[src/rtl/pipeline_ctrl_pkg.sv]
// pipeline_ctrl_pkg: state encodings and control-vector constants for the stall/flush sequencer.
package pipeline_ctrl_pkg;
  typedef enum logic [1:0] {
    CTRL_RUN      = 2'd0,
    CTRL_MEM_WAIT = 2'd1,
    CTRL_ERR      = 2'd2
  } ctrl_state_e;
  typedef struct packed {
    logic pc_stall;
    logic if_id_stall;
    logic id_ex_stall;
    logic ex_mem_stall;
    logic if_id_flush;
    logic id_ex_flush;
    logic mem_wb_flush;
    logic pc_redirect;
  } ctrl_t;
  localparam ctrl_t CTRL_NONE     = 8'b0000_0000;
  localparam ctrl_t CTRL_FREEZE   = 8'b1111_0010;
  localparam ctrl_t CTRL_REDIRECT = 8'b0000_1101;
  localparam ctrl_t CTRL_BUBBLE   = 8'b1100_0100;
endpackage

[src/rtl/pipeline_ctrl_if.sv]
// pipeline_ctrl_if: hazard/bus inputs and stall/flush/redirect controls of the pipeline sequencer.
interface pipeline_ctrl_if;
  logic        load_use_flag;
  logic        ex_branch_taken;
  logic        mem_req;
  logic        mem_ack;
  logic        pc_stall;
  logic        if_id_stall;
  logic        id_ex_stall;
  logic        ex_mem_stall;
  logic        if_id_flush;
  logic        id_ex_flush;
  logic        mem_wb_flush;
  logic        pc_redirect;
  logic        bus_err;
  logic [31:0] stall_cnt;
  logic [31:0] flush_cnt;
  modport master (
    output load_use_flag, ex_branch_taken, mem_req, mem_ack,
    input  pc_stall, if_id_stall, id_ex_stall, ex_mem_stall,
    input  if_id_flush, id_ex_flush, mem_wb_flush, pc_redirect,
    input  bus_err, stall_cnt, flush_cnt
  );
  modport slave (
    input  load_use_flag, ex_branch_taken, mem_req, mem_ack,
    output pc_stall, if_id_stall, id_ex_stall, ex_mem_stall,
    output if_id_flush, id_ex_flush, mem_wb_flush, pc_redirect,
    output bus_err, stall_cnt, flush_cnt
  );
endinterface

[src/rtl/pipe_perf_cnt.sv]
// pipe_perf_cnt: wrapping 32-bit stall-cycle and flush-event counters.
// Only built when PIPE_PERF_CNT_EN is defined.
`ifdef PIPE_PERF_CNT_EN
module pipe_perf_cnt (
  input  logic        cpu_clk,
  input  logic        cpu_rst,
  input  logic        stall_i,
  input  logic        flush_i,
  output logic [31:0] stall_cnt_o,
  output logic [31:0] flush_cnt_o
);
  logic [31:0] stall_q, stall_d, flush_q, flush_d;
  assign stall_d = stall_q + {31'b0, stall_i};
  assign flush_d = flush_q + {31'b0, flush_i};
  always_ff @(posedge cpu_clk or posedge cpu_rst)
    if (cpu_rst) begin
      stall_q <= '0;
      flush_q <= '0;
    end else begin
      stall_q <= stall_d;
      flush_q <= flush_d;
    end
  assign stall_cnt_o = stall_q;
  assign flush_cnt_o = flush_q;
endmodule
`endif

[src/rtl/pipeline_ctrl.sv]
// pipeline_ctrl: stall/flush/redirect sequencer with data-bus watchdog for the 5-stage miniRV pipeline.
// PIPE_PERF_CNT_EN adds the stall/flush performance counters; otherwise they read 0.
module pipeline_ctrl
  import pipeline_ctrl_pkg::*;
#(
  parameter int unsigned MEM_TIMEOUT = 255
) (
  input  logic cpu_clk,
  input  logic cpu_rst,
  pipeline_ctrl_if.slave pif
);
  localparam logic [7:0] TIMEOUT = 8'(MEM_TIMEOUT);
  ctrl_state_e state_q, state_d;
  logic [7:0]  wd_q, wd_d;
  ctrl_t       ctl, ctl_o, adv;
  logic        wait_start;
  assign wait_start = pif.mem_req & ~pif.mem_ack;
  // a taken branch squashes the wrong-path load-use request
  assign adv = pif.ex_branch_taken ? CTRL_REDIRECT : pif.load_use_flag ? CTRL_BUBBLE : CTRL_NONE;
  always_comb begin
    state_d = state_q;
    wd_d    = wd_q;
    ctl     = CTRL_FREEZE;
    case (state_q)
      CTRL_RUN: begin
        ctl     = wait_start ? CTRL_FREEZE : adv;
        state_d = wait_start ? CTRL_MEM_WAIT : CTRL_RUN;
        wd_d    = wait_start ? 8'd1 : 8'd0;
      end
      CTRL_MEM_WAIT: begin
        ctl     = pif.mem_ack ? adv : CTRL_FREEZE;
        state_d = pif.mem_ack ? CTRL_RUN : (wd_q == TIMEOUT) ? CTRL_ERR : CTRL_MEM_WAIT;
        wd_d    = pif.mem_ack ? 8'd0 : wd_q + 8'd1;
      end
      default: state_d = CTRL_ERR;
    endcase
  end
  always_ff @(posedge cpu_clk or posedge cpu_rst)
    if (cpu_rst) begin
      state_q <= CTRL_RUN;
      wd_q    <= '0;
    end else begin
      state_q <= state_d;
      wd_q    <= wd_d;
    end
  assign ctl_o = cpu_rst ? CTRL_NONE : ctl;
  assign {pif.pc_stall, pif.if_id_stall, pif.id_ex_stall, pif.ex_mem_stall,
          pif.if_id_flush, pif.id_ex_flush, pif.mem_wb_flush, pif.pc_redirect} = ctl_o;
  assign pif.bus_err = ~cpu_rst & (state_q == CTRL_ERR);
`ifdef PIPE_PERF_CNT_EN
  pipe_perf_cnt u_perf (
    .cpu_clk     (cpu_clk),
    .cpu_rst     (cpu_rst),
    .stall_i     (ctl_o.pc_stall),
    .flush_i     (ctl_o.if_id_flush | ctl_o.id_ex_flush),
    .stall_cnt_o (pif.stall_cnt),
    .flush_cnt_o (pif.flush_cnt)
  );
`else
  assign pif.stall_cnt = '0;
  assign pif.flush_cnt = '0;
`endif
endmodule

[src/flat_wrapper.sv]
// flat-port wrapper written by rule: the top's interface ports become plain ports
module pipeline_ctrl_flat import pipeline_ctrl_pkg::*;
#(
  parameter int unsigned MEM_TIMEOUT = 255
)
  (cpu_clk, cpu_rst, pif_load_use_flag, pif_ex_branch_taken, pif_mem_req, pif_mem_ack, pif_pc_stall, pif_if_id_stall, pif_id_ex_stall, pif_ex_mem_stall, pif_if_id_flush, pif_id_ex_flush, pif_mem_wb_flush, pif_pc_redirect, pif_bus_err, pif_stall_cnt, pif_flush_cnt);
  pipeline_ctrl_if pif_i ();
  input  logic cpu_clk;
  input  logic cpu_rst;
  input wire logic [$bits(pif_i.load_use_flag)-1:0] pif_load_use_flag;
  input wire logic [$bits(pif_i.ex_branch_taken)-1:0] pif_ex_branch_taken;
  input wire logic [$bits(pif_i.mem_req)-1:0] pif_mem_req;
  input wire logic [$bits(pif_i.mem_ack)-1:0] pif_mem_ack;
  output wire logic [$bits(pif_i.pc_stall)-1:0] pif_pc_stall;
  output wire logic [$bits(pif_i.if_id_stall)-1:0] pif_if_id_stall;
  output wire logic [$bits(pif_i.id_ex_stall)-1:0] pif_id_ex_stall;
  output wire logic [$bits(pif_i.ex_mem_stall)-1:0] pif_ex_mem_stall;
  output wire logic [$bits(pif_i.if_id_flush)-1:0] pif_if_id_flush;
  output wire logic [$bits(pif_i.id_ex_flush)-1:0] pif_id_ex_flush;
  output wire logic [$bits(pif_i.mem_wb_flush)-1:0] pif_mem_wb_flush;
  output wire logic [$bits(pif_i.pc_redirect)-1:0] pif_pc_redirect;
  output wire logic [$bits(pif_i.bus_err)-1:0] pif_bus_err;
  output wire logic [$bits(pif_i.stall_cnt)-1:0] pif_stall_cnt;
  output wire logic [$bits(pif_i.flush_cnt)-1:0] pif_flush_cnt;
  assign pif_i.load_use_flag = pif_load_use_flag;
  assign pif_i.ex_branch_taken = pif_ex_branch_taken;
  assign pif_i.mem_req = pif_mem_req;
  assign pif_i.mem_ack = pif_mem_ack;
  assign pif_pc_stall = pif_i.pc_stall;
  assign pif_if_id_stall = pif_i.if_id_stall;
  assign pif_id_ex_stall = pif_i.id_ex_stall;
  assign pif_ex_mem_stall = pif_i.ex_mem_stall;
  assign pif_if_id_flush = pif_i.if_id_flush;
  assign pif_id_ex_flush = pif_i.id_ex_flush;
  assign pif_mem_wb_flush = pif_i.mem_wb_flush;
  assign pif_pc_redirect = pif_i.pc_redirect;
  assign pif_bus_err = pif_i.bus_err;
  assign pif_stall_cnt = pif_i.stall_cnt;
  assign pif_flush_cnt = pif_i.flush_cnt;
  pipeline_ctrl #(.MEM_TIMEOUT(MEM_TIMEOUT)) u_core (.cpu_clk(cpu_clk), .cpu_rst(cpu_rst), .pif(pif_i));
endmodule
[config.mk]
export PLATFORM = sky130hd
export DESIGN_NAME = pipeline_ctrl_flat
export DESIGN_NICKNAME = d
export VERILOG_FILES = /design/src/rtl/pipeline_ctrl_pkg.sv /design/src/rtl/pipeline_ctrl_if.sv /design/src/rtl/pipe_perf_cnt.sv /design/src/rtl/pipeline_ctrl.sv /design/src/flat_wrapper.sv
export SDC_FILE = /design/constraint.sdc
export NUM_CORES = 1
export LEC_CHECK = 0
export ABC_AREA = 1
export BUFFER_PORTS_ARGS = -buffer_cell sky130_fd_sc_hd__buf_2
export CORE_MARGIN = 2
export CORE_UTILIZATION = 41
export DETAILED_ROUTE_END_ITERATION = 6
export PLACE_DENSITY = 0.8
export SLEW_MARGIN = 30
export SYNTH_ARGS = -nofsm -noshare
export SYNTH_HDL_FRONTEND = slang
export SYNTH_SLANG_ARGS = --single-unit
[constraint.sdc]
create_clock -name cpu_clk -period 1.5 [get_ports cpu_clk]
set_input_delay 0.225 -clock cpu_clk [delete_from_list [all_inputs] [get_ports cpu_clk]]
set_output_delay 0.225 -clock cpu_clk [all_outputs]
set_load 0.05 [all_outputs]
==> summary by stage <==
Status
The flow ran to the end, and the final reports show no timing, DRC or antenna violations.

Logic synthesis
The synthesized-area fraction occupied by ao, oa, aoi and oai cells is 7.182%. Ranked by instance count, the synthesized netlist is headed by buf_4, nand2_1, dfrtp_1, inv_1, nor2_1. After synthesis, the share of flip-flops with an asynchronous set or reset is 100.0%. Counting distinct cell types in the post-synthesis netlist gives 25. The share of synthesized cell area in full adder, half adder and majority cells is 1.105%.

The xor/xnor cell area share of the yosys netlist is 0.7735%. The most used flip-flop cell after synthesis is dfrtp_1. The number of cells produced by synthesis is 148. The number of warnings reported in the yosys synthesis log is 0.

The number of flip-flops and latches in the synthesized netlist is 10. In the post-synthesis netlist, the biggest area contributors are buf_4, dfrtp_1, nand2_1. Summing every instance area after synthesis gives ~0.0011 mm². The sequential element share of the synthesized area is 22.10%. Of the total synthesized cell area, the portion taken by AND, OR, NAND and NOR gates is roughly 18%. The dominant cell type by area after synthesis is buf_4. The mux share of post-synthesis cell area is 0%. In the post-synthesis netlist, the cell with the most instances is buf_4.

Dividing the synthesized area by the synthesized cell count gives around 7.7 µm². The synthesized design contains 0 enable-type register cells. The share of synthesized area in the top cell type comes to 45.08%. The dominant combinational cell family by area after synthesis is buffers and inverters.

Worst setup path
For the worst setup path, the data required time is roughly 1.3 ns. The kind of start point of the critical path is a register. Broken down by cell family, the worst path's largest delay share belongs to flip-flops. Of all nets on the critical path, the largest fanout is 3. For this run, the slowest stage of the critical path takes 0.39 ns. For this design, the slowest cell found on the critical path is dfrtp_1. The data arrival time at the worst-slack endpoint is 1.24 ns. The worst setup path is of the register to primary output kind. Together, buffers and inverters on the worst path number 1.

Walking the worst path, the cells encountered are o21ai_2 -> nand2_4 -> nor3_4 -> buf_6. The worst setup path is captured at a primary output.

GRT
The number of global-route vias before repair is 519. The initial antenna violation count came to 0. After global routing the overflow that remains totals 0. The first global-routing pass estimated 2104 µm of wire. The total track usage is 8.437%.

The pin count of the biggest net entering global routing is 11.

Drt
The pre-antenna-repair detailed-routing pass consisted of 4 iterations. The number of nets with antenna violations after detailed routing is 0. The per-cell via count in the routed design is roughly 3.8. Across all layers, the routed design uses 730 vias.

The aggregate routed wire length is between 1000 and 1500 µm. For this run, design rule violations remaining after detail routing come to 0. In the final routed layout, each cell accounts on average for 7.756 µm. For this block, the initial DRC count from the detailed router was 13.

Floorplanning
The total I/O pin count is 79. Row generation in the floorplan step produced 19 rows. Once the floorplan was initialized, standard cells occupied 42.15% of the core. The die area is 0.003198 mm². The floorplan step set the die width to 56.55 µm. The placeable core region is between 0.002 and 0.003 mm². The die is ~57 µm tall.

Clocking
The post-CTS repair timing setup buffer count is 0. Clock tree synthesis selected as its root buffer the cell clkbuf_4. The level count of the clock H-tree is 1.

Clock tree synthesis inserted a total of 3 buffers. In this run, post-CTS hold repair placed 0 buffers. The tree built by TritonCTS fans out to 10 sinks. TritonCTS built the clock tree.

The clock network latency to the later pin of the worst-skew pair is 0.26 ns. After clock tree synthesis, the clock-pin slew on the worst setup and hold paths is 0.07 ns. The maximum number of buffers from clock root to sink is 2.

Pwr
The worst vdd rail ir drop is 0.3819 mV. For this design the static power due to leakage is just under 0.7 nW. The ratio of total power to cell area is 810.5 mW/mm².

Finish
After the flow finishes, the layout carries non-filler instances totaling 193. The synthesis-to-layout area growth is -4.089%. 0 antenna diodes ended up in the layout. In the final layout, the share of cells above drive strength 1 is 23.46%.

At the end of the flow, the number of nets in the layout was around 170. For this run, the share of the core covered by cells in the final layout is 40.43%. With fillers left out, the area of the finished cells amounts to 0.001086 mm².

Timing
Derived from the worst setup path, the maximum achievable clock frequency is 680.7 MHz. The worst clock skew is 0.003064 ns. The worst path needs 1.469 ns of the cycle, external delays included.

The final number of setup-violating endpoints is 0. The final count of pins violating max slew was 0. The setup TNS is 0 ns. The number of endpoints with negative hold slack in the final report came to 0.

The minimum hold slack is between 0.05 and 0.06 ns. The share of the cycle needed by the critical path after routing is a little over nine tenths. Setup repair after global routing could not meet its margin everywhere.

Job
The max capacitance violation total is 0.

Placed design
The number of placed cells counting well taps is 190. Routability-driven placement finished with a final weighted congestion of 0.7670. The total half-perimeter wirelength after legalization and detailed placement is approximately 1200 µm. In this run the cell area measured after placement is 0.001013 mm². The quantity of I/O buffers inserted on ports is 14.

Hold path
The class of the tightest hold or removal check is primary input to async pin.
cell type report:
cell class	count	area, µm²
timing repair buffer	17	131.4
inverter	12	50.05
multi-input combinational	120	593.1
clock buffer	3	22.52
sequential	10	250.2
fill	271	1600
tap	31	38.79
timing repair:
action	in CTS	in global routing
setup endpoints to repair	8	8
endpoints found under the hold margin	0	0
pin swaps	0	1
gates resized for setup	14	3
layer usage:
layer / vias up / track usage, % / wire length, µm
li1: 360 / - / -
met5: - / 0 / 0
met3: 2 / 2.995 / 164
met4: 0 / 3.061 / 13
met1: 324 / 9.571 / 583
met2: 44 / 14.45 / 736
worst register-to-register path: stages, from the launching register on:
cell,delay (ns)
dfrtp_1,0.43
ha_1,0.22
nand2_2,0.10
nor2_4,0.15
a21oi_1,0.09
nand2_1,0.06
nand2_1,0.04
logic make-up after synthesis:
kind of cell	after synthesis
simple gates	40
flops	10
buf+inv	81
other cells	1
compound gates	14
xor+xnor	1
fa+ha+maj	1
cells in the final DEF, fill, tap and decap left out, drive strengths merged, types with 3 or more instances in the layout:
master,instances
inv,12
dfrtp,10
nor2,7
o21ai,8
nand2,23
conb,64
clkbuf,3
nand3,7
buf,17
a21oi,3
sequential cells by signal, indices dropped and copies added, names as in the netlist:
name,count
u_core.state_q,2
u_core.wd_q,8
power breakdown:
part | internal, mW | switching (mW) | leakage [nW]
clock network | 0.0926 | 0.0900 | 0.0138
logic | 0.0238 | 0.404 | 0.565
registers | 0.270 | 0 | 0.0979
total | 0.386 | 0.494 | 0.677
metrics by stage:
step	power, mW	worst slack [ns]
2_1_floorplan	0.8084	-0.1608
3_3_place_gp	0.6900	0.1166
3_5_place_dp	0.6914	0.08996
4_1_cts	0.8780	0.0007393
5_1_grt	0.9062	-0.02099
6_report	0.8803	0.03098
worst paths after layout:
kind | startpoint | end | slack, ns | cells past startpoint
worst min register to register | u_core.wd_q[6]$_DFFE_PP0N_ | u_core.wd_q[6]$_DFFE_PP0N_ | 0.51 | 2
min in group cpu_clk | pif_mem_ack | u_core.state_q[0]$_DFF_PP0_ | 0.28 | 4
max in group asynchronous | cpu_rst | u_core.wd_q[7]$_DFFE_PP0N_ | 1.30 | 3
worst max-delay path | u_core.state_q[0]$_DFF_PP0_ | pif_pc_redirect | 0.03 | 4
worst min-delay path | cpu_rst | u_core.wd_q[0]$_DFFE_PP0N_ | 0.05 | 3
worst max register to register | u_core.wd_q[0]$_DFFE_PP0N_ | u_core.wd_q[6]$_DFFE_PP0N_ | 0.31 | 6
Power figures use the tool's default switching activity.
